## src/rtl/ysyx_wbu_pkg.sv

```systemverilog
// Shared types and widths for the ysyx writeback unit.
// Data width and significant register-index bits come from YSYX_XLEN / YSYX_REG_LEN.
`ifndef YSYX_XLEN
`define YSYX_XLEN 32
`endif
`ifndef YSYX_REG_LEN
`define YSYX_REG_LEN 5
`endif

package ysyx_wbu_pkg;

  localparam int unsigned XLEN     = `YSYX_XLEN;
  localparam int unsigned REG_LEN  = `YSYX_REG_LEN;
  localparam int unsigned STARVE_W = 4;

  typedef struct packed {
    logic            valid;
    logic [4:0]      rd;
    logic [XLEN-1:0] data;
    logic [XLEN-1:0] pc;
  } wb_entry_t;

  // Indices whose significant bits are all zero alias x0 and must not be written.
  function automatic logic rd_aliases_x0(input logic [4:0] rd);
    return (rd[REG_LEN-1:0] == {REG_LEN{1'b0}});
  endfunction

endpackage

```

## src/rtl/ysyx_wbu_arb.sv

```systemverilog
// Two-way writeback arbiter: LSU has priority, EXU is forced through after
// STARVE_MAX consecutive denied cycles.
module ysyx_wbu_arb
  import ysyx_wbu_pkg::*;
#(
  parameter int unsigned STARVE_MAX = 3
) (
  input  logic clk_i,
  input  logic rst_i,
  input  logic exu_valid_i,
  input  logic lsu_valid_i,
  output logic grant_exu_o,
  output logic grant_lsu_o
);

  localparam logic [STARVE_W-1:0] STARVE_LIM = STARVE_W'(STARVE_MAX);

  logic [STARVE_W-1:0] starve_q;
  logic [STARVE_W-1:0] starve_d;
  logic                force_exu_s;

  // Grants are held off during reset so producers retry once it is released.
  always_comb begin
    force_exu_s = exu_valid_i && (starve_q == STARVE_LIM);
    grant_lsu_o = lsu_valid_i && !force_exu_s && !rst_i;
    grant_exu_o = exu_valid_i && !grant_lsu_o && !rst_i;
  end

  // Saturating count of consecutive cycles EXU was left waiting.
  always_comb begin
    starve_d = starve_q;
    if (grant_exu_o || !exu_valid_i) begin
      starve_d = {STARVE_W{1'b0}};
    end else if (starve_q != STARVE_LIM) begin
      starve_d = starve_q + {{(STARVE_W-1){1'b0}}, 1'b1};
    end else begin
      starve_d = starve_q;
    end
  end

  // Starvation counter register.
  always_ff @(posedge clk_i) begin
    if (rst_i) begin
      starve_q <= {STARVE_W{1'b0}};
    end else begin
      starve_q <= starve_d;
    end
  end

endmodule

```

## src/rtl/ysyx_wbu.sv

```systemverilog
// Writeback unit: arbitrates EXU/LSU results into one stage feeding the register
// file, bypass, scoreboard release and retire counter. YSYX_WBU_DIFFTEST_EN adds commit ports.
module ysyx_wbu
  import ysyx_wbu_pkg::*;
#(
  parameter int unsigned STARVE_MAX = 3,
  parameter int unsigned RETIRE_W   = 64
) (
  input  logic                clock,
  input  logic                reset,
  input  logic                exu_valid,
  output logic                exu_ready,
  input  logic [4:0]          exu_rd,
  input  logic [XLEN-1:0]     exu_data,
  input  logic [XLEN-1:0]     exu_pc,
  input  logic                lsu_valid,
  output logic                lsu_ready,
  input  logic [4:0]          lsu_rd,
  input  logic [XLEN-1:0]     lsu_data,
  input  logic [XLEN-1:0]     lsu_pc,
  output logic                rf_write_en,
  output logic [4:0]          rf_waddr,
  output logic [XLEN-1:0]     rf_wdata,
  output logic                byp_valid,
  output logic [4:0]          byp_rd,
  output logic [XLEN-1:0]     byp_data,
  output logic                rel_valid,
  output logic [4:0]          rel_rd,
  output logic [RETIRE_W-1:0] retire_cnt
`ifdef YSYX_WBU_DIFFTEST_EN
  ,
  output logic                commit_valid,
  output logic [XLEN-1:0]     commit_pc
`endif
);

  logic                grant_exu_s;
  logic                grant_lsu_s;
  logic                wr_en_s;
  logic                wb_live_s;
  wb_entry_t           wb_q;
  wb_entry_t           wb_d;
  logic [RETIRE_W-1:0] retire_q;
  logic [RETIRE_W-1:0] retire_d;

  ysyx_wbu_arb #(
    .STARVE_MAX (STARVE_MAX)
  ) u_arb (
    .clk_i       (clock),
    .rst_i       (reset),
    .exu_valid_i (exu_valid),
    .lsu_valid_i (lsu_valid),
    .grant_exu_o (grant_exu_s),
    .grant_lsu_o (grant_lsu_s)
  );

  assign exu_ready = grant_exu_s;
  assign lsu_ready = grant_lsu_s;

  // Stage next-state: the granted result, or an empty slot.
  always_comb begin
    wb_d.valid = 1'b0;
    wb_d.rd    = 5'd0;
    wb_d.data  = {XLEN{1'b0}};
    wb_d.pc    = {XLEN{1'b0}};
    if (grant_lsu_s) begin
      wb_d.valid = 1'b1;
      wb_d.rd    = lsu_rd;
      wb_d.data  = lsu_data;
`ifdef YSYX_WBU_DIFFTEST_EN
      wb_d.pc    = lsu_pc;
`endif
    end else if (grant_exu_s) begin
      wb_d.valid = 1'b1;
      wb_d.rd    = exu_rd;
      wb_d.data  = exu_data;
`ifdef YSYX_WBU_DIFFTEST_EN
      wb_d.pc    = exu_pc;
`endif
    end else begin
      wb_d.valid = 1'b0;
    end
  end

  // Retire counter next-state; wraps naturally at 2^RETIRE_W.
  always_comb begin
    if (wb_q.valid) begin
      retire_d = retire_q + {{(RETIRE_W-1){1'b0}}, 1'b1};
    end else begin
      retire_d = retire_q;
    end
  end

  // Writeback stage and retire counter registers.
  always_ff @(posedge clock) begin
    if (reset) begin
      wb_q.valid <= 1'b0;
      wb_q.rd    <= 5'd0;
      wb_q.data  <= {XLEN{1'b0}};
      wb_q.pc    <= {XLEN{1'b0}};
      retire_q   <= {RETIRE_W{1'b0}};
    end else begin
      wb_q     <= wb_d;
      retire_q <= retire_d;
    end
  end

  // An entry still in the stage when reset arrives is discarded, not written.
  assign wb_live_s   = wb_q.valid && !reset;
  assign wr_en_s     = wb_live_s && !rd_aliases_x0(wb_q.rd);

  assign rf_write_en = wr_en_s;
  assign rf_waddr    = wb_q.rd;
  assign rf_wdata    = wb_q.data;
  assign byp_valid   = wr_en_s;
  assign byp_rd      = wb_q.rd;
  assign byp_data    = wb_q.data;
  assign rel_valid   = wb_live_s;
  assign rel_rd      = wb_q.rd;
  assign retire_cnt  = retire_q;

`ifdef YSYX_WBU_DIFFTEST_EN
  assign commit_valid = wb_live_s;
  assign commit_pc    = wb_q.pc;

  ysyx_wbu_chk u_chk (
    .clock     (clock),
    .reset     (reset),
    .exu_valid (exu_valid),
    .exu_ready (exu_ready)
  );
`else
  logic unused_pc_s;
  assign unused_pc_s = ^{exu_pc, lsu_pc, wb_q.pc};
`endif

endmodule

`ifdef YSYX_WBU_DIFFTEST_EN
// Simulation check: an EXU request must not be withdrawn before it is accepted.
module ysyx_wbu_chk (
  input logic clock,
  input logic reset,
  input logic exu_valid,
  input logic exu_ready
);

  logic waiting_q;

  // Remember an EXU request left pending at the end of the cycle.
  always_ff @(posedge clock) begin
    if (reset) begin
      waiting_q <= 1'b0;
    end else begin
      waiting_q <= exu_valid && !exu_ready;
    end
  end

  // Flag a pending request that disappeared.
  always @(posedge clock) begin
    if (!reset && waiting_q && !exu_valid) begin
      $error("ysyx_wbu: exu_valid dropped without exu_ready");
    end
  end

endmodule
`endif

```

## config.mk

```make
export PLATFORM = sky130hd
export DESIGN_NAME = ysyx_wbu
export DESIGN_NICKNAME = d
export VERILOG_FILES = /design/src/rtl/ysyx_wbu_pkg.sv /design/src/rtl/ysyx_wbu_arb.sv /design/src/rtl/ysyx_wbu.sv
export SDC_FILE = /design/constraint.sdc
export NUM_CORES = 1
export LEC_CHECK = 0
export CORE_MARGIN = 5
export CORE_UTILIZATION = 41
export DETAILED_ROUTE_END_ITERATION = 10
export GPL_TIMING_DRIVEN = 0
export PLACE_DENSITY_LB_ADDON = 0.12
export SKIP_LAST_GASP = 1
export SLEW_MARGIN = 20
export SYNTH_ARGS = -nofsm -noshare
export SYNTH_HDL_FRONTEND = slang
export SYNTH_SLANG_ARGS = --single-unit
```

## constraint.sdc

```tcl
create_clock -name clock -period 3.88 [get_ports clock]
set_clock_uncertainty 0.1 [all_clocks]
set_input_delay 0.388 -clock clock [delete_from_list [all_inputs] [get_ports clock]]
set_output_delay 0.388 -clock clock [all_outputs]
set_load 0.02 [all_outputs]
```

==> impl_metrics.py, run 1 <==
metrics = {
    "route": {
        "ant_nets": 0,
        "wl_um": 16100,
        "wl_met3_um": 1177,
        "met2_wirelength_um": 8066,
        "viasPerCell": 5.254,
        "remaining_drc_errors": 0,
        "drt_first_pass_iters": 5,
        "top_layer": "met4",
        "routedWlPerCell_um": 16.84,
        "vias": 5023,
        "wl_met1_um": 6471,
        "drt_iter0_markers": 310,
    },
    "grt": {
        "grt-ovfl-total": 0,
        "grt_max_degree": 17,
        "track_usage_pct": 21.34,
        "first_global_vias": 4897,
        "grt_pass1_wl_um": 24780,
        "antenna_found_initial": 0,
    },
    "timing": {
        "hold_violations": 0,
        "setup_slack_ps": 545.4,
        "finalSetupTns_ps": 0,
        "slew_violations": 0,
        "rsz0062_at_grt": "false",
        "relSlewSlack_pct": 45.53,
        "setup_viol": 0,
        "fin_crit_sh_pct": 85.94,
        "hold_ws_ps": 366.9,
        "tightestPinTransition_ps": 809.6,
        "fmax_mhz": 299.9,
        "min_period_ps": 3335,
    },
    "finish": {
        "multi_input_area_um2": 2178,
        "fill_cells": 1014,
        "regArea_um2": 2122,
        "layout_common_cells": "clkdlybuf4s50_1 (225), dfxtp_1 (106), buf_4 (80)",
        "final-instance-count-excl-fill": 956,
        "area_growth_pct": 54.57,
        "nets": 948,
        "antennaDiodeCount": 0,
        "layout_commonest_cell": "clkdlybuf4s50_1",
        "final_layout_size_suffix_gt1_share_pct": 12.61,
    },
    "die": {
        "pin_count": 290,
        "start_util_pct": 41.78,
        "dieArea_um2": 14550,
        "rows": 40,
        "core_um2": 12010,
        "die_h_um": 120.6,
        "die_w_um": 120.6,
    },
    "setup_path": {
        "worst_r2r_path_depth": 5,
        "worstSetupPathType": "reg -> out",
        "reg2reg_slack_ps": 1190,
        "end_kind": "output port",
        "required_ps": 3390,
        "cp.arrival_ps": 2850,
        "r2r-start": "retire_cnt[4]",
        "cp-start-kind": "flop",
        "cp_max_fo": 10,
        "r2r-end": "retire_cnt[54]",
    },
    "placed_design": {
        "dpl.cell_count": 940,
        "dp_slack_ps": 917.7,
        "port_buffers": 225,
        "gp_congestion": 0.8692,
        "hpwlAfterDp_um": 12580,
    },
    "clock_network": {
        "cts_resized": 0,
        "cts_buffers": 9,
        "clock-sinks": 106,
        "path_clk_slew_ps": 70,
        "cts_buffer_depth": 2,
        "cts_tree": "built",
        "postCtsHoldBufs": 0,
        "h-tree-depth": 3,
        "clk_latency_ps": 350,
        "postCtsSetupRepairBufs": 0,
        "cts_root_buf": "clkbuf_16",
    },
    "pwr": {
        "leakage_nw": 2.784,
        "cellPowerDensity_nw_per_um2": 317.5,
        "irDropWorstVdd_uv": 224.9,
    },
    "yosys": {
        "syn_area_per_cell_um2": 8.835,
        "ys_seq_elements": 106,
        "syn_area_um2": 5019,
        "yosysSeqAreaShare_pct": 42.28,
        "synth_cell_types": 38,
        "synth_warnings": 0,
        "synthCells": 568,
        "syn-num-nets": 712,
    },
    "worst_hold_path": {
        "min_to": "u_arb.starve_q[0]",
        "whs_path_depth": 1,
        "hp-start": "u_arb.starve_q[0]",
        "hp-class": "reg -> reg",
    },
    "status": {
        "status": "complete, no violations",
    },
    "flow_run": {
        "cap_violations": 0,
    },
}
==> worst max path at each step <==
stage                            from              to  slack, ps  cells past startpoint
global placement    u_arb.starve_q[0]       exu_ready        980                      5
detailed placement  u_arb.starve_q[0]       exu_ready        920                      5
global route        u_arb.starve_q[0]       exu_ready        410                      5
CTS                 u_arb.starve_q[0]       exu_ready        530                      5
floorplan              retire_cnt[18]  retire_cnt[59]       1330                      6
finish              u_arb.starve_q[0]       exu_ready        550                      5
==> sequential cells by signal (all words and copies together) (netlist names) <==
name            cells
retire_cnt         64
byp_data           32
byp_rd              5
u_arb.starve_q      4
wb_q                1
==> final cells by class <==
cell class	instances	area share, %
Inverter	11	0.5323
Sequential cell	106	27.35
Clock buffer	11	3.129
Timing Repair Buffer	225	29.03
Multi-Input combinational cell	351	28.08
Clock inverter	5	0.6935
Tap cell	147	2.371
Buffer	100	8.806
==> logic make-up (layout without fill, tap and decap cells) <==
kind of cell | count (synthesis) | count (layout) | share of synthesized area (%)
simple gates | 211 | 211 | 23.46
buf+inv | 111 | 352 | 14.44
flops | 106 | 106 | 42.28
compound gates | 105 | 105 | 13.54
xor+xnor | 32 | 32 | 5.585
fa+ha+maj | 2 | 2 | 0.4985
mux | 1 | 1 | 0.1995
==> worst max-delay path: stages (launching register included) <==
cell and delay (ps):
dfxtp_1 360, ha_1 200, or3b_2 480, a211oi_1 300, clkbuf_1 450, clkdlybuf4s50_1 710
==> metal layers <==
layer	vias up	GRT usage [%]
li1	2442	-
met1	2383	24.69
met2	174	36.78
met3	24	6.127
met4	0	8.994
met5	-	0
==> metrics by stage <==
step           area, µm²  util, %  power [mW]
3_5_place_dp        7461    62.11       1.556
6_report            7757    64.58       2.463
4_1_cts             7757    64.58       2.483
5_1_grt             7757    64.58       2.543
2_1_floorplan       5019        -       1.343
3_3_place_gp        7455    62.06       1.550
==> cell usage after synthesis (all sizes together) <==
library cell  count  area [µm²]
a211oi            1       7.510
a21oi            33       165.2
a22o             37       324.1
and2              3       18.77
and3              6       37.54
and4              7       61.31
buf              82       615.6
clkbuf           18       67.56
dfxtp           106        2122
ha                2       25.02
inv              11       41.29
mux2i             1       10.01
nand2            24       90.09
nand2b            1       6.260
nand3            27       135.1
nand3b            1       7.510
nand4            32       215.2
nand4b            1       8.760
nor2             42       157.7
nor3              7       35.03
nor4             15       93.84
nor4bb            1       10.01
o211a             1       10.01
o21a              1       7.510
o21ai            30       150.1
o31ai             2       15.01
or2               1       6.260
or3              34       212.7
or3b              1       8.760
or4               6       48.80
or4b              2       23.77
xnor2            17       148.9
xor2             15       131.4
==> power breakdown <==
part,internal [mW],switching [mW]
combinational,0.236,0.159
clock,0.517,0.418
sequential,1.11,0.0197
Power figures use the tool's default switching activity.
==> run 2: changes to the inputs <==
- CTS_CLUSTER_DIAMETER: unset -> 120
- SETUP_SLACK_MARGIN: unset -> 0.1
==> results of run 2 <==
Final layout, timing and power as in run 1 (identical DEF).
==> run 3: changes to the inputs <==
- CORE_UTILIZATION: 41 -> 23
==> impl_metrics.py, run 3 (synthesis results as in run 1) <==
metrics = {
    "status": {
        "status": "complete, no violations",
    },
    "clock_network": {
        "cts_buffer_depth": 2,
        "cts_tree": "built",
        "clk_latency_ps": 350,
        "postCtsSetupRepairBufs": 0,
        "clock-sinks": 106,
        "path_clk_slew_ps": 70,
        "cts_buffers": 9,
        "postCtsHoldBufs": 0,
        "cts_root_buf": "clkbuf_16",
        "cts_resized": 0,
        "h-tree-depth": 3,
    },
    "grt": {
        "grt_pass1_wl_um": 26690,
        "grt-ovfl-total": 0,
        "first_global_vias": 4887,
        "antenna_found_initial": 0,
        "track_usage_pct": 13.73,
        "grt_max_degree": 17,
    },
    "setup_path": {
        "required_ps": 3390,
        "worstSetupPathType": "reg -> out",
        "cp_max_fo": 10,
        "end_kind": "output port",
        "cp-start-kind": "flop",
        "cp.arrival_ps": 2850,
    },
    "timing": {
        "fin_crit_sh_pct": 86.12,
        "hold_violations": 0,
        "rsz0062_at_grt": "false",
        "relSlewSlack_pct": 29.10,
        "tightestPinTransition_ps": 1054,
        "hold_ws_ps": 352.3,
        "fmax_mhz": 299.3,
        "min_period_ps": 3342,
        "slew_violations": 0,
        "setup_viol": 0,
        "finalSetupTns_ps": 0,
    },
    "worst_hold_path": {
        "hp-class": "reg -> reg",
    },
    "placed_design": {
        "gp_congestion": 0.8107,
        "hpwlAfterDp_um": 13990,
        "port_buffers": 225,
    },
    "pwr": {
        "switching_power_mw": 0.6045,
        "finalPower_mw": 2.469,
        "p_int_mw": 1.864,
        "p_sw_share_pct": 24.48,
        "irDropWorstVdd_uv": 179.7,
        "leakage_nw": 2.784,
        "power_frac_comb_pct": 16.0,
        "p_clk_share_pct": 38.0,
        "seq_power_share_pct": 46.0,
        "cellPowerDensity_nw_per_um2": 311.7,
    },
    "die": {
        "die_w_um": 157.7,
        "start_util_pct": 23.21,
        "die_h_um": 157.7,
        "rows": 54,
        "pin_count": 290,
        "dieArea_um2": 24870,
        "core_um2": 21620,
    },
    "finish": {
        "final_layout_size_suffix_gt1_share_pct": 12.62,
        "layout_common_cells": "clkdlybuf4s50_1 (225), dfxtp_1 (106), buf_4 (80)",
        "antennaDiodeCount": 0,
        "layout_commonest_cell": "clkdlybuf4s50_1",
        "final_core_util_pct": 36.63,
        "largest_reg_flops": 64,
        "nets": 948,
        "area_growth_pct": 57.82,
    },
    "route": {
        "routedWlPerCell_um": 16.09,
        "drt_first_pass_iters": 4,
        "ant_nets": 0,
        "viasPerCell": 4.521,
        "vias": 4919,
        "drt_iter0_markers": 277,
        "wl_um": 17510,
        "remaining_drc_errors": 0,
    },
    "flow_run": {
        "cap_violations": 0,
    },
}
==> run 3: final timing paths <==
check / slack, ps / depth (start not counted) / end / start
worst min-delay path: 350 / 1 / u_arb.starve_q[0] / u_arb.starve_q[0]
worst max register to register: 920 / 5 / retire_cnt[54] / retire_cnt[4]
worst min register to register: 350 / 1 / u_arb.starve_q[0] / u_arb.starve_q[0]
worst max-delay path: 540 / 5 / exu_ready / u_arb.starve_q[0]
==> run 3: area by class of cell <==
type | instances | area [µm²]
fill | 2194 | 13700
timing repair buffer | 225 | 2252
multi-input combinational | 351 | 2178
sequential | 106 | 2122
buffer | 100 | 683.2
tap | 280 | 350.3
clock buffer | 10 | 239.0
clock inverter | 5 | 53.80
inverter | 11 | 41.29
==> run 3: power groups by stage <==
stage,sequential (mW),clock [mW],combinational [mW]
after global routing,1.14,1.03,0.421
after CTS,1.13,0.980,0.402
after detailed placement,1.16,0,0.400
after floorplan,1.16,0,0.187
final,1.13,0.939,0.395
after global placement,1.16,0,0.400
==> run 3: through the flow <==
| stage | instances | setup WS (ps) | instance area, µm² |
|---|---|---|---|
| finish | 1088 | 538.4 | 7920 |
| global route | 1088 | 317.3 | 7920 |
| CTS | 1088 | 492.4 | 7920 |
| detailed placement | 1073 | 884.2 | 7627 |
| global placement | 1073 | 860.8 | 7621 |
| floorplan | 568 | 1331 | 5019 |
==> run 3: per-layer routing <==
layer  wire length, µm  vias to the layer above  GRT usage (%)  part of all wire, %
met5                 0                        -              0                    0
met4               310                        0          5.039                  1.8
met3              1289                       16          3.773                  7.4
met2              8731                      136          22.54                   50
met1              7177                     2322          17.24                   41
li1                  -                     2445              -                    -
==> run 3: worst max-delay path, stage by stage, from the launching register on <==
cell,delay [ps]
dfxtp_1,360
ha_1,200
or3b_2,490
a211oi_1,330
clkbuf_1,430
clkdlybuf4s50_1,700
